[src/rtl/decode_pkg.sv]
// Shared decode definitions: opcodes, control-field encodings and the
// E-stage control bundle carried from D to E.
package decode_pkg;

  localparam logic [6:0] OP_R      = 7'b0110011;
  localparam logic [6:0] OP_I      = 7'b0010011;
  localparam logic [6:0] OP_LOAD   = 7'b0000011;
  localparam logic [6:0] OP_STORE  = 7'b0100011;
  localparam logic [6:0] OP_BRANCH = 7'b1100011;
  localparam logic [6:0] OP_JAL    = 7'b1101111;
  localparam logic [6:0] OP_JALR   = 7'b1100111;
  localparam logic [6:0] OP_LUI    = 7'b0110111;
  localparam logic [6:0] OP_AUIPC  = 7'b0010111;

  localparam logic [6:0] F7_BASE = 7'b0000000;
  localparam logic [6:0] F7_ALT  = 7'b0100000;
  localparam logic [6:0] F7_M    = 7'b0000001;

  // Branch compares share codes with sub/slt/sltu where the ALU result matches.
  typedef enum logic [3:0] {
    ALU_ADD  = 4'b0000,
    ALU_SUB  = 4'b0001,
    ALU_AND  = 4'b0010,
    ALU_OR   = 4'b0011,
    ALU_XOR  = 4'b0100,
    ALU_SLT  = 4'b0101,
    ALU_SLTU = 4'b0110,
    ALU_SLL  = 4'b0111,
    ALU_SRL  = 4'b1000,
    ALU_BGE  = 4'b1001,
    ALU_BGEU = 4'b1010,
    ALU_SRA  = 4'b1011,
    ALU_BNE  = 4'b1100,
    ALU_LUI  = 4'b1111
  } alu_ctrl_e;

  typedef enum logic [2:0] {
    IMM_I = 3'b000,
    IMM_S = 3'b001,
    IMM_B = 3'b010,
    IMM_J = 3'b011,
    IMM_U = 3'b100
  } imm_src_e;

  typedef enum logic [1:0] {
    RES_ALU   = 2'b00,
    RES_MEM   = 2'b01,
    RES_PC4   = 2'b10,
    RES_PCIMM = 2'b11
  } result_src_e;

  typedef struct packed {
    logic        reg_write;
    logic        mem_write;
    logic        jump;
    logic        branch;
    logic        alu_src;
    logic        jalr;
    result_src_e result_src;
    alu_ctrl_e   alu_ctrl;
    imm_src_e    imm_src;
    logic [2:0]  addr_ctrl;
    logic        mul_div;
    logic [2:0]  mul_div_op;
  } ctrl_bundle_t;

  // DIV/DIVU/REM/REMU are the M ops with funct3[2] set.
  function automatic logic is_div(input ctrl_bundle_t c);
    return c.mul_div & c.mul_div_op[2];
  endfunction

endpackage

[src/rtl/instr_decoder.sv]
// Combinational RV32I(+M) decoder: instruction word to E control bundle and
// an illegal flag. Illegal encodings produce an all-zero bundle.
module instr_decoder
  import decode_pkg::*;
#(
  parameter bit ENABLE_M = 1'b1
) (
  input  logic [31:0]  instr_i,
  output ctrl_bundle_t ctrl_o,
  output logic         illegal_o
);

  logic [6:0]   w_opcode;
  logic [2:0]   w_funct3;
  logic [6:0]   w_funct7;
  ctrl_bundle_t w_dec;
  logic         w_illegal;
  logic         w_unused_fields;

  assign w_opcode = instr_i[6:0];
  assign w_funct3 = instr_i[14:12];
  assign w_funct7 = instr_i[31:25];
  assign w_unused_fields = ^{instr_i[24:15], instr_i[11:7]};

  // NOTE: every output of this block gets a default first so no path infers a latch.
  always_comb begin
    w_dec     = '0;
    w_illegal = 1'b0;
    unique case (w_opcode)
      OP_R: begin
        w_dec.reg_write = 1'b1;
        if (ENABLE_M && w_funct7 == F7_M) begin
          w_dec.mul_div    = 1'b1;
          w_dec.mul_div_op = w_funct3;
        end else if (w_funct7 == F7_BASE || w_funct7 == F7_ALT) begin
          unique case (w_funct3)
            3'b000:  w_dec.alu_ctrl = w_funct7[5] ? ALU_SUB : ALU_ADD;
            3'b001:  w_dec.alu_ctrl = ALU_SLL;
            3'b010:  w_dec.alu_ctrl = ALU_SLT;
            3'b011:  w_dec.alu_ctrl = ALU_SLTU;
            3'b100:  w_dec.alu_ctrl = ALU_XOR;
            3'b101:  w_dec.alu_ctrl = w_funct7[5] ? ALU_SRA : ALU_SRL;
            3'b110:  w_dec.alu_ctrl = ALU_OR;
            default: w_dec.alu_ctrl = ALU_AND;
          endcase
        end else begin
          w_illegal = 1'b1;
        end
      end
      OP_I: begin
        w_dec.reg_write = 1'b1;
        w_dec.alu_src   = 1'b1;
        unique case (w_funct3)
          3'b000: w_dec.alu_ctrl = ALU_ADD;
          3'b001: begin
            w_dec.alu_ctrl = ALU_SLL;
            w_illegal      = (w_funct7 != F7_BASE);
          end
          3'b010: w_dec.alu_ctrl = ALU_SLT;
          3'b011: w_dec.alu_ctrl = ALU_SLTU;
          3'b100: w_dec.alu_ctrl = ALU_XOR;
          3'b101: begin
            w_dec.alu_ctrl = w_funct7[5] ? ALU_SRA : ALU_SRL;
            w_illegal      = (w_funct7 != F7_BASE) && (w_funct7 != F7_ALT);
          end
          3'b110:  w_dec.alu_ctrl = ALU_OR;
          default: w_dec.alu_ctrl = ALU_AND;
        endcase
      end
      OP_LOAD: begin
        w_dec.reg_write  = 1'b1;
        w_dec.alu_src    = 1'b1;
        w_dec.result_src = RES_MEM;
        w_dec.addr_ctrl  = w_funct3;
        w_illegal        = (w_funct3 == 3'b011) || (w_funct3[2:1] == 2'b11);
      end
      OP_STORE: begin
        w_dec.mem_write = 1'b1;
        w_dec.alu_src   = 1'b1;
        w_dec.imm_src   = IMM_S;
        w_dec.addr_ctrl = w_funct3;
        w_illegal       = (w_funct3 > 3'b010);
      end
      OP_BRANCH: begin
        w_dec.branch  = 1'b1;
        w_dec.imm_src = IMM_B;
        unique case (w_funct3)
          3'b000:  w_dec.alu_ctrl = ALU_SUB;
          3'b001:  w_dec.alu_ctrl = ALU_BNE;
          3'b100:  w_dec.alu_ctrl = ALU_SLT;
          3'b101:  w_dec.alu_ctrl = ALU_BGE;
          3'b110:  w_dec.alu_ctrl = ALU_SLTU;
          3'b111:  w_dec.alu_ctrl = ALU_BGEU;
          default: w_illegal = 1'b1;
        endcase
      end
      OP_JAL: begin
        w_dec.reg_write  = 1'b1;
        w_dec.jump       = 1'b1;
        w_dec.result_src = RES_PC4;
        w_dec.imm_src    = IMM_J;
      end
      OP_JALR: begin
        w_dec.reg_write  = 1'b1;
        w_dec.jump       = 1'b1;
        w_dec.jalr       = 1'b1;
        w_dec.alu_src    = 1'b1;
        w_dec.result_src = RES_PC4;
      end
      OP_LUI: begin
        w_dec.reg_write = 1'b1;
        w_dec.alu_src   = 1'b1;
        w_dec.imm_src   = IMM_U;
        w_dec.alu_ctrl  = ALU_LUI;
      end
      OP_AUIPC: begin
        w_dec.reg_write  = 1'b1;
        w_dec.alu_src    = 1'b1;
        w_dec.imm_src    = IMM_U;
        w_dec.result_src = RES_PCIMM;
      end
      default: w_illegal = 1'b1;
    endcase
  end

  // Squash the whole bundle so an illegal op can never write state or start the divider.
  assign ctrl_o    = w_illegal ? '0 : w_dec;
  assign illegal_o = w_illegal;

endmodule

[src/rtl/decode_ctrl_stage.sv]
// ID/EX control register: latches the decoded bundle into E with flush/stall
// priority and back-pressures D while a multi-cycle DIV/REM occupies E.
module decode_ctrl_stage
  import decode_pkg::*;
#(
  parameter int DATA_WIDTH = 32,
  parameter bit ENABLE_M   = 1'b1,
  parameter int DIV_CYCLES = 8
) (
  input  logic        clk,
  input  logic        rst_n,
  input  logic [31:0] instr_i,
  input  logic        valid_i,
  output logic        ready_o,
  input  logic        stall_i,
  input  logic        flush_i,
  output logic        valid_e_o,
  output logic        RegWriteE,
  output logic        MemWriteE,
  output logic        JumpE,
  output logic        BranchE,
  output logic        ALUSrcE,
  output logic        JALRInstrE,
  output logic [1:0]  ResultSrcE,
  output logic [3:0]  ALUControlE,
  output logic [2:0]  ImmSrcE,
  output logic [2:0]  AddressingControlE,
  output logic        MulDivE,
  output logic [2:0]  MulDivOpE,
  output logic        illegal_e_o,
  output logic        busy_o
);

  if (DATA_WIDTH != 32) begin : g_bad_width
    $error("decode_ctrl_stage: only DATA_WIDTH=32 is supported");
  end
  if (DIV_CYCLES < 1 || DIV_CYCLES > 32) begin : g_bad_div
    $error("decode_ctrl_stage: DIV_CYCLES must be in 1..32");
  end

  localparam logic [4:0] DIV_LOAD = 5'(DIV_CYCLES - 1);

  ctrl_bundle_t w_dec;
  logic         w_dec_illegal;
  logic         w_busy;
  logic         w_ready;

  ctrl_bundle_t r_ctrl;
  logic         r_valid;
  logic         r_illegal;
  logic [4:0]   r_cnt;

  instr_decoder #(
    .ENABLE_M (ENABLE_M)
  ) u_decoder (
    .instr_i   (instr_i),
    .ctrl_o    (w_dec),
    .illegal_o (w_dec_illegal)
  );

  assign w_busy  = (r_cnt != 5'd0);
  assign w_ready = rst_n & ~stall_i & ~w_busy;

  // NOTE: state registers use non-blocking assignments so every flop samples pre-edge values.
  always_ff @(posedge clk) begin
    if (!rst_n) begin
      r_ctrl    <= '0;
      r_valid   <= 1'b0;
      r_illegal <= 1'b0;
      r_cnt     <= 5'd0;
    end else if (flush_i) begin
      r_ctrl    <= '0;
      r_valid   <= 1'b0;
      r_illegal <= 1'b0;
      r_cnt     <= 5'd0;
    end else if (stall_i || w_busy) begin
      // E holds, but the divider keeps counting down regardless of the stall.
      if (w_busy) begin
        r_cnt <= r_cnt - 5'd1;
      end
    end else if (valid_i) begin
      r_ctrl    <= w_dec;
      r_valid   <= 1'b1;
      r_illegal <= w_dec_illegal;
      r_cnt     <= is_div(w_dec) ? DIV_LOAD : 5'd0;
    end else begin
      r_ctrl    <= '0;
      r_valid   <= 1'b0;
      r_illegal <= 1'b0;
    end
  end

  assign ready_o            = w_ready;
  assign busy_o             = w_busy;
  assign valid_e_o          = r_valid;
  assign illegal_e_o        = r_illegal;
  assign RegWriteE          = r_ctrl.reg_write;
  assign MemWriteE          = r_ctrl.mem_write;
  assign JumpE              = r_ctrl.jump;
  assign BranchE            = r_ctrl.branch;
  assign ALUSrcE            = r_ctrl.alu_src;
  assign JALRInstrE         = r_ctrl.jalr;
  assign ResultSrcE         = r_ctrl.result_src;
  assign ALUControlE        = r_ctrl.alu_ctrl;
  assign ImmSrcE            = r_ctrl.imm_src;
  assign AddressingControlE = r_ctrl.addr_ctrl;
  assign MulDivE            = r_ctrl.mul_div;
  assign MulDivOpE          = r_ctrl.mul_div_op;

endmodule

[config.mk]
export PLATFORM = sky130hd
export DESIGN_NAME = decode_ctrl_stage
export DESIGN_NICKNAME = d
export VERILOG_FILES = /design/src/rtl/decode_pkg.sv /design/src/rtl/instr_decoder.sv /design/src/rtl/decode_ctrl_stage.sv
export SDC_FILE = /design/constraint.sdc
export NUM_CORES = 1
export LEC_CHECK = 0
export ABC_CLOCK_PERIOD_IN_PS = 3050
export CORE_MARGIN = 2
export CORE_UTILIZATION = 45
export CTS_BUF_LIST = sky130_fd_sc_hd__clkbuf_8
export CTS_CLUSTER_DIAMETER = 100
export CTS_CLUSTER_SIZE = 30
export DETAILED_ROUTE_END_ITERATION = 8
export PLACE_DENSITY = 0.83
export SYNTH_ARGS = -nofsm -noshare
export SYNTH_HDL_FRONTEND = slang
export SYNTH_SLANG_ARGS = --single-unit
[constraint.sdc]
create_clock -name clk -period 3.05 [get_ports clk]
set_input_delay 0.915 -clock clk [delete_from_list [all_inputs] [get_ports clk]]
set_output_delay 0.915 -clock clk [all_outputs]
set_load 0.01 [all_outputs]
Word-level counts from Yosys, hierarchy flattened:

Cells that the tools add are included.

* $add $sub $neg: 1
* $lt $le $gt $ge: 1
* equal/unequal tests: 21
* multiplexer cells: 32
* bitwise logic cells: 6
* reductions and logical operators: 18

Operators with widths (count)
* case mux 4 bit (7 select lines): 2
* two-way mux 22 bit: 2
* == test 7 x 6 -> 1 bit (second input constant): 4
* case mux 4 bit (6 select lines): 1
* == test 7 bit (second input constant): 3
* two-way mux 4 bit: 4
* case mux 4 bit (4 select lines): 1
* two-way mux 5 bit: 3
* == test 7 x 5 -> 1 bit (second input constant): 2
* == test 3 bit (second input constant): 4
* two-way mux 1 bit: 12
* case mux 3 bit (4 select lines): 1
* OR reduction 6 bit: 2
* OR reduction 2 bit: 4
* == test 7 x 1 -> 1 bit (second input constant): 1
* == test 7 x 2 -> 1 bit (second input constant): 1
* logical NOT 7 bit: 1
* != test 7 x 6 -> 1 bit (second input constant): 1
* nonzero test 7 bit: 1
* OR reduction 7 bit: 1
* == test 3 x 2 -> 1 bit (second input constant): 2
* two-way mux 3 bit: 2
* case mux 1 bit (6 select lines): 1
* case mux 2 bit (3 select lines): 1
* other kinds (16): 22

* register bits: 29
* input port bits: 37

Longest topological paths before layout:

* word-level depth: 10
* gate-level depth with buffers: 9

Hierarchy:

A second synthesis with hierarchy kept.

* cell total of the unflattened synthesis: 238
* area, all modules: 1846.8 sq um

By module, submodules not included
* decode_ctrl_stage: times used 1, cells each 143, area an instance 1248.7 sq um
* instr_decoder: times used 1, cells each 95, area an instance 598.1 sq um

Worst setup path after synthesis:

OpenSTA, ideal clock, no wires.

* path type: input -> register
* from: input instr_i[28]
* to: register r_ctrl (netlist bit MulDivOpE[1])
* setup time: 0.083 ns
* data arrival time: 2.334 ns
* path slack: 0.633 ns
* stages: 6
* path buffers: 1
* cell sequence: or4_1 -> a211o_1 -> nand4b_1 -> nand4_2 -> buf_6 -> o31ai_4

* cells in the longest elaborated chain, start to end: 7
* elaborated cells on any way between the ends: 15
* classes of those cells: eq/ne: 3; mux: 8; reduce/logical: 4

RTL lines
* start: declaration: line decode_ctrl_stage.sv:12 `input logic [31:0] instr_i,`
* == test 7 x 6 -> 1 bit / logical NOT 7 bit (equally long branches): line instr_decoder.sv:35 `end else if (w_funct7 == F7_BASE || w_funct7 == F7_ALT) begin`
* logical OR 1 bit: line instr_decoder.sv:35
* two-way mux 1 bit: line instr_decoder.sv:35
* two-way mux 1 bit: line instr_decoder.sv:32 `if (ENABLE_M && w_funct7 == F7_M) begin`
* case mux 1 bit (6 select lines): line instr_decoder.sv:29 `unique case (w_opcode)`
* two-way mux 22 bit *: line instr_decoder.sv:127 `assign ctrl_o = w_illegal ? '0 : w_dec;`
* two-way mux 22 bit *: line decode_ctrl_stage.sv:81 `end else if (valid_i) begin`
* end signal: assignment: line decode_ctrl_stage.sv:82 `r_ctrl <= w_dec;`
* end: declaration: line decode_ctrl_stage.sv:48 `ctrl_bundle_t r_ctrl;`

Mark *: on every way between the ends. The rest lies on a longest branch, timed or not.
A chain may end at the register's enable or synchronous reset.

Worst setup path in the final report:

* from: register r_cnt[0]
* to: output busy_o

* cells in the longest elaborated chain, start to end: 1

RTL lines
* start: declaration: line decode_ctrl_stage.sv:51 `logic [4:0] r_cnt;`
* start signal: assignment: line decode_ctrl_stage.sv:79 `r_cnt <= r_cnt - 5'd1;`
* start signal: assignment: line decode_ctrl_stage.sv:85 `r_cnt <= is_div(w_dec) ? DIV_LOAD : 5'd0;`
* nonzero test 5 bit: line decode_ctrl_stage.sv:61 `assign w_busy = (r_cnt != 5'd0);`
* end: declaration: line decode_ctrl_stage.sv:31 `output logic busy_o`

No other way between the ends.

==> impl_metrics.toml <==
[clock_network]
cts_setup_buffers = 0
numCtsBuffers = 5
clock_sinks = 29
cts_root_buf = "clkbuf_8"
cts_htree_levels = 2
cts_hold_buf = 0
cts_buffer_depth = 2
clk_latency_ps = 280
cts-resized-gates = 3
clkSlewWorstSetupHoldPaths_ps = 60
tritoncts = "done"

[final_layout]
fin_util_pct = 68.5
final_common_cell = "clkdlybuf4s50_1"
layout_common_cells = "clkdlybuf4s50_1 (45), nand2_1 (40), dfxtp_1 (29), o21ai_0 (24), buf_4 (18)"
diodes = 0
nets = 300
drive_gt1_share_pct = 14.8
finalInstanceArea_um2 = 2300
syn_to_final_growth_pct = 44.7
final_cells = 309

[power]
peakVddDrop_v = 0.000138
power_density_nw_per_um2 = 392
cellLeakagePower_nw = 0.810

[outcome]
outcome = "complete, no violations"

[placement]
placedCellCount = 301
numPortBuffers = 47
place_area_um2 = 2210
place_congestion = 0.887
hpwlAfterDp_um = 3110

[hold_path]
hold_class = "flip-flop to flip-flop"

[sta]
slew_headroom_pct = 53.5
holdWs_ps = 443
period_share_pct = 97.3
max_freq_mhz = 337
setup_viol = 0
clock_skew_ps = 1.22
period_minus_slack_ps = 2970
setup_tns_ps = 0
hold_viol_final = 0
final_max_slew_viol_count = 0
tightest_slew_ps = 692
grt_setup_unrepaired = "false"

[setup_path]
cp_data_arrival_time_ps = 2050
cp.required_ps = 2130
path_cells = "inv_1 > ha_2 > or4b_4 > buf_4 > clkdlybuf4s50_1"
max_stage_delay_ps = 510
cp_slowest_cell = "or4b_4"
cp_max_fo = 5
endpoint_kind = "primary output"
crit_type = "flip-flop to primary output"
critPathLaunchType = "flip-flop"
r2r_slack_ps = 860

[detailed_routing]
drtAntennaViolNets = 0
vias = 1685
drt_iter0_markers = 116
wl_um = 4080
drt_first_pass_iters = 4
drc = 0
via_per_inst = 5.45
wl_per_cell_um = 13.2

[synth]
ys_top_cells_by_area = "dfxtp_1 (36%), nand2_1 (9.4%), o21ai_0 (7.5%)"
async_flop_share_pct = 0
synth_top_area_share_pct = 36.5
seq_area_frac_synth_pct = 36.5
synth_top_cell_by_area = "dfxtp_1"
synthesis.nets = 238
syn_avg_cell_area_um2 = 7.96
syn_inst = 200
ys.warnings.count = 0
ys_types = 49
synth-seq-cells = 29
netlist_area_um2 = 1590
yosys_most_used_dff = "dfxtp_1"
synth_edf_count = 0

[global_routing]
grtUsageTotal_pct = 21.6
grt_max_degree = 23
grt_pass1_wl_um = 6930
overflow = 0
grt_pass1_vias = 1546
antenna_found_initial = 0

[floorplan]
dieArea_um2 = 4030
core_area_um2 = 3360
io_pins = 63
initial_core_util_pct = 47.3
chipHeight_um = 63.5
floorplan.rows = 21
fp.dieW_um = 63.5

[job]
drv_cap = 0
==> metrics by stage <==
stage                     power, mW  setup WS, ps
after detailed placement      0.597          -114
after global routing          0.951          8.33
after floorplan               0.515           633
after CTS                     0.903          66.5
final                         0.902          81.3
after global placement        0.594         -71.2
==> sequential cells by signal, summed over array words and instances, names as in the netlist, 2 cells and up <==
signal / flops
r_cnt: 5
ALUControlE: 4
AddressingControlE: 3
ImmSrcE: 3
MulDivOpE: 3
ResultSrcE: 2
==> path summary, 6_finish.rpt <==
check | end | startpoint | depth (start not counted)
worst min-delay path | r_cnt[4] | r_cnt[4] | 2
worst min register to register | r_cnt[4] | r_cnt[4] | 2
worst max register to register | MulDivOpE[2] | r_cnt[0] | 9
worst max-delay path | busy_o | r_cnt[0] | 5
==> report_power, final <==
| part | total [mW] | leakage, nW | internal [mW] | switching [mW] |
|---|---|---|---|---|
| registers | 0.394 | 0.234 | 0.387 | 0.00713 |
| logic | 0.202 | 0.532 | 0.101 | 0.100 |
| clock network | 0.307 | 0.0439 | 0.157 | 0.150 |
| total | 0.902 | 0.810 | 0.645 | 0.257 |
==> metal layers <==
metal,GRT usage [%],wire [um],up-vias
met1,27.9,1820,776
met5,0,0,-
met2,35.3,1950,57
met4,8.15,52,0
li1,-,-,846
met3,4.29,254,6
==> worst max-delay path, delay by kind of cell, from the launching register on <==
family	cells	cell delay, ps
simple gates	1	510
buf+inv	3	740
flops	1	320
fa+ha+maj	1	200
==> layout make-up <==
type | instances | area, um^2
timing repair buffer | 66 | 623
inverter | 6 | 22.5
multi-input combinational | 154 | 933
clock buffer | 5 | 68.8
tap | 46 | 57.6
fill | 299 | 1060
clock inverter | 3 | 17.5
sequential | 29 | 581
==> synth_stat cells (all sizes together) (2+ instances only) <==
cell type and instances:
buf 5, clkbuf 6, dfxtp 29, nand2 40, o21ai 24, nor2b 5
o21bai 2, o31ai 8, a21oi 7, nor2 13, inv 6, nand4 3
and2 2, a31oi 2, nand2b 4, nand3 3, nor3 4, a21boi 3
a211oi 3, nor4 5, a221oi 3, o2111ai 2, nand3b 2
==> cell families (layout without fill, tap and decap cells) <==
group                      count (synthesis)  count (layout)  share of synthesized area [%]
AOI/OAI and AO/OA                         60              60                           25.9
xor gates and xnor gates                   1               1                          0.550
adders and majority gates                  1               1                          0.786
buffers and inverters                     17              80                           5.27
DFF                                       29              29                           36.5
muxes                                      1               1                          0.629
and+or+nand+nor                           91              91                           30.3
(Power assumes the default switching activity.)
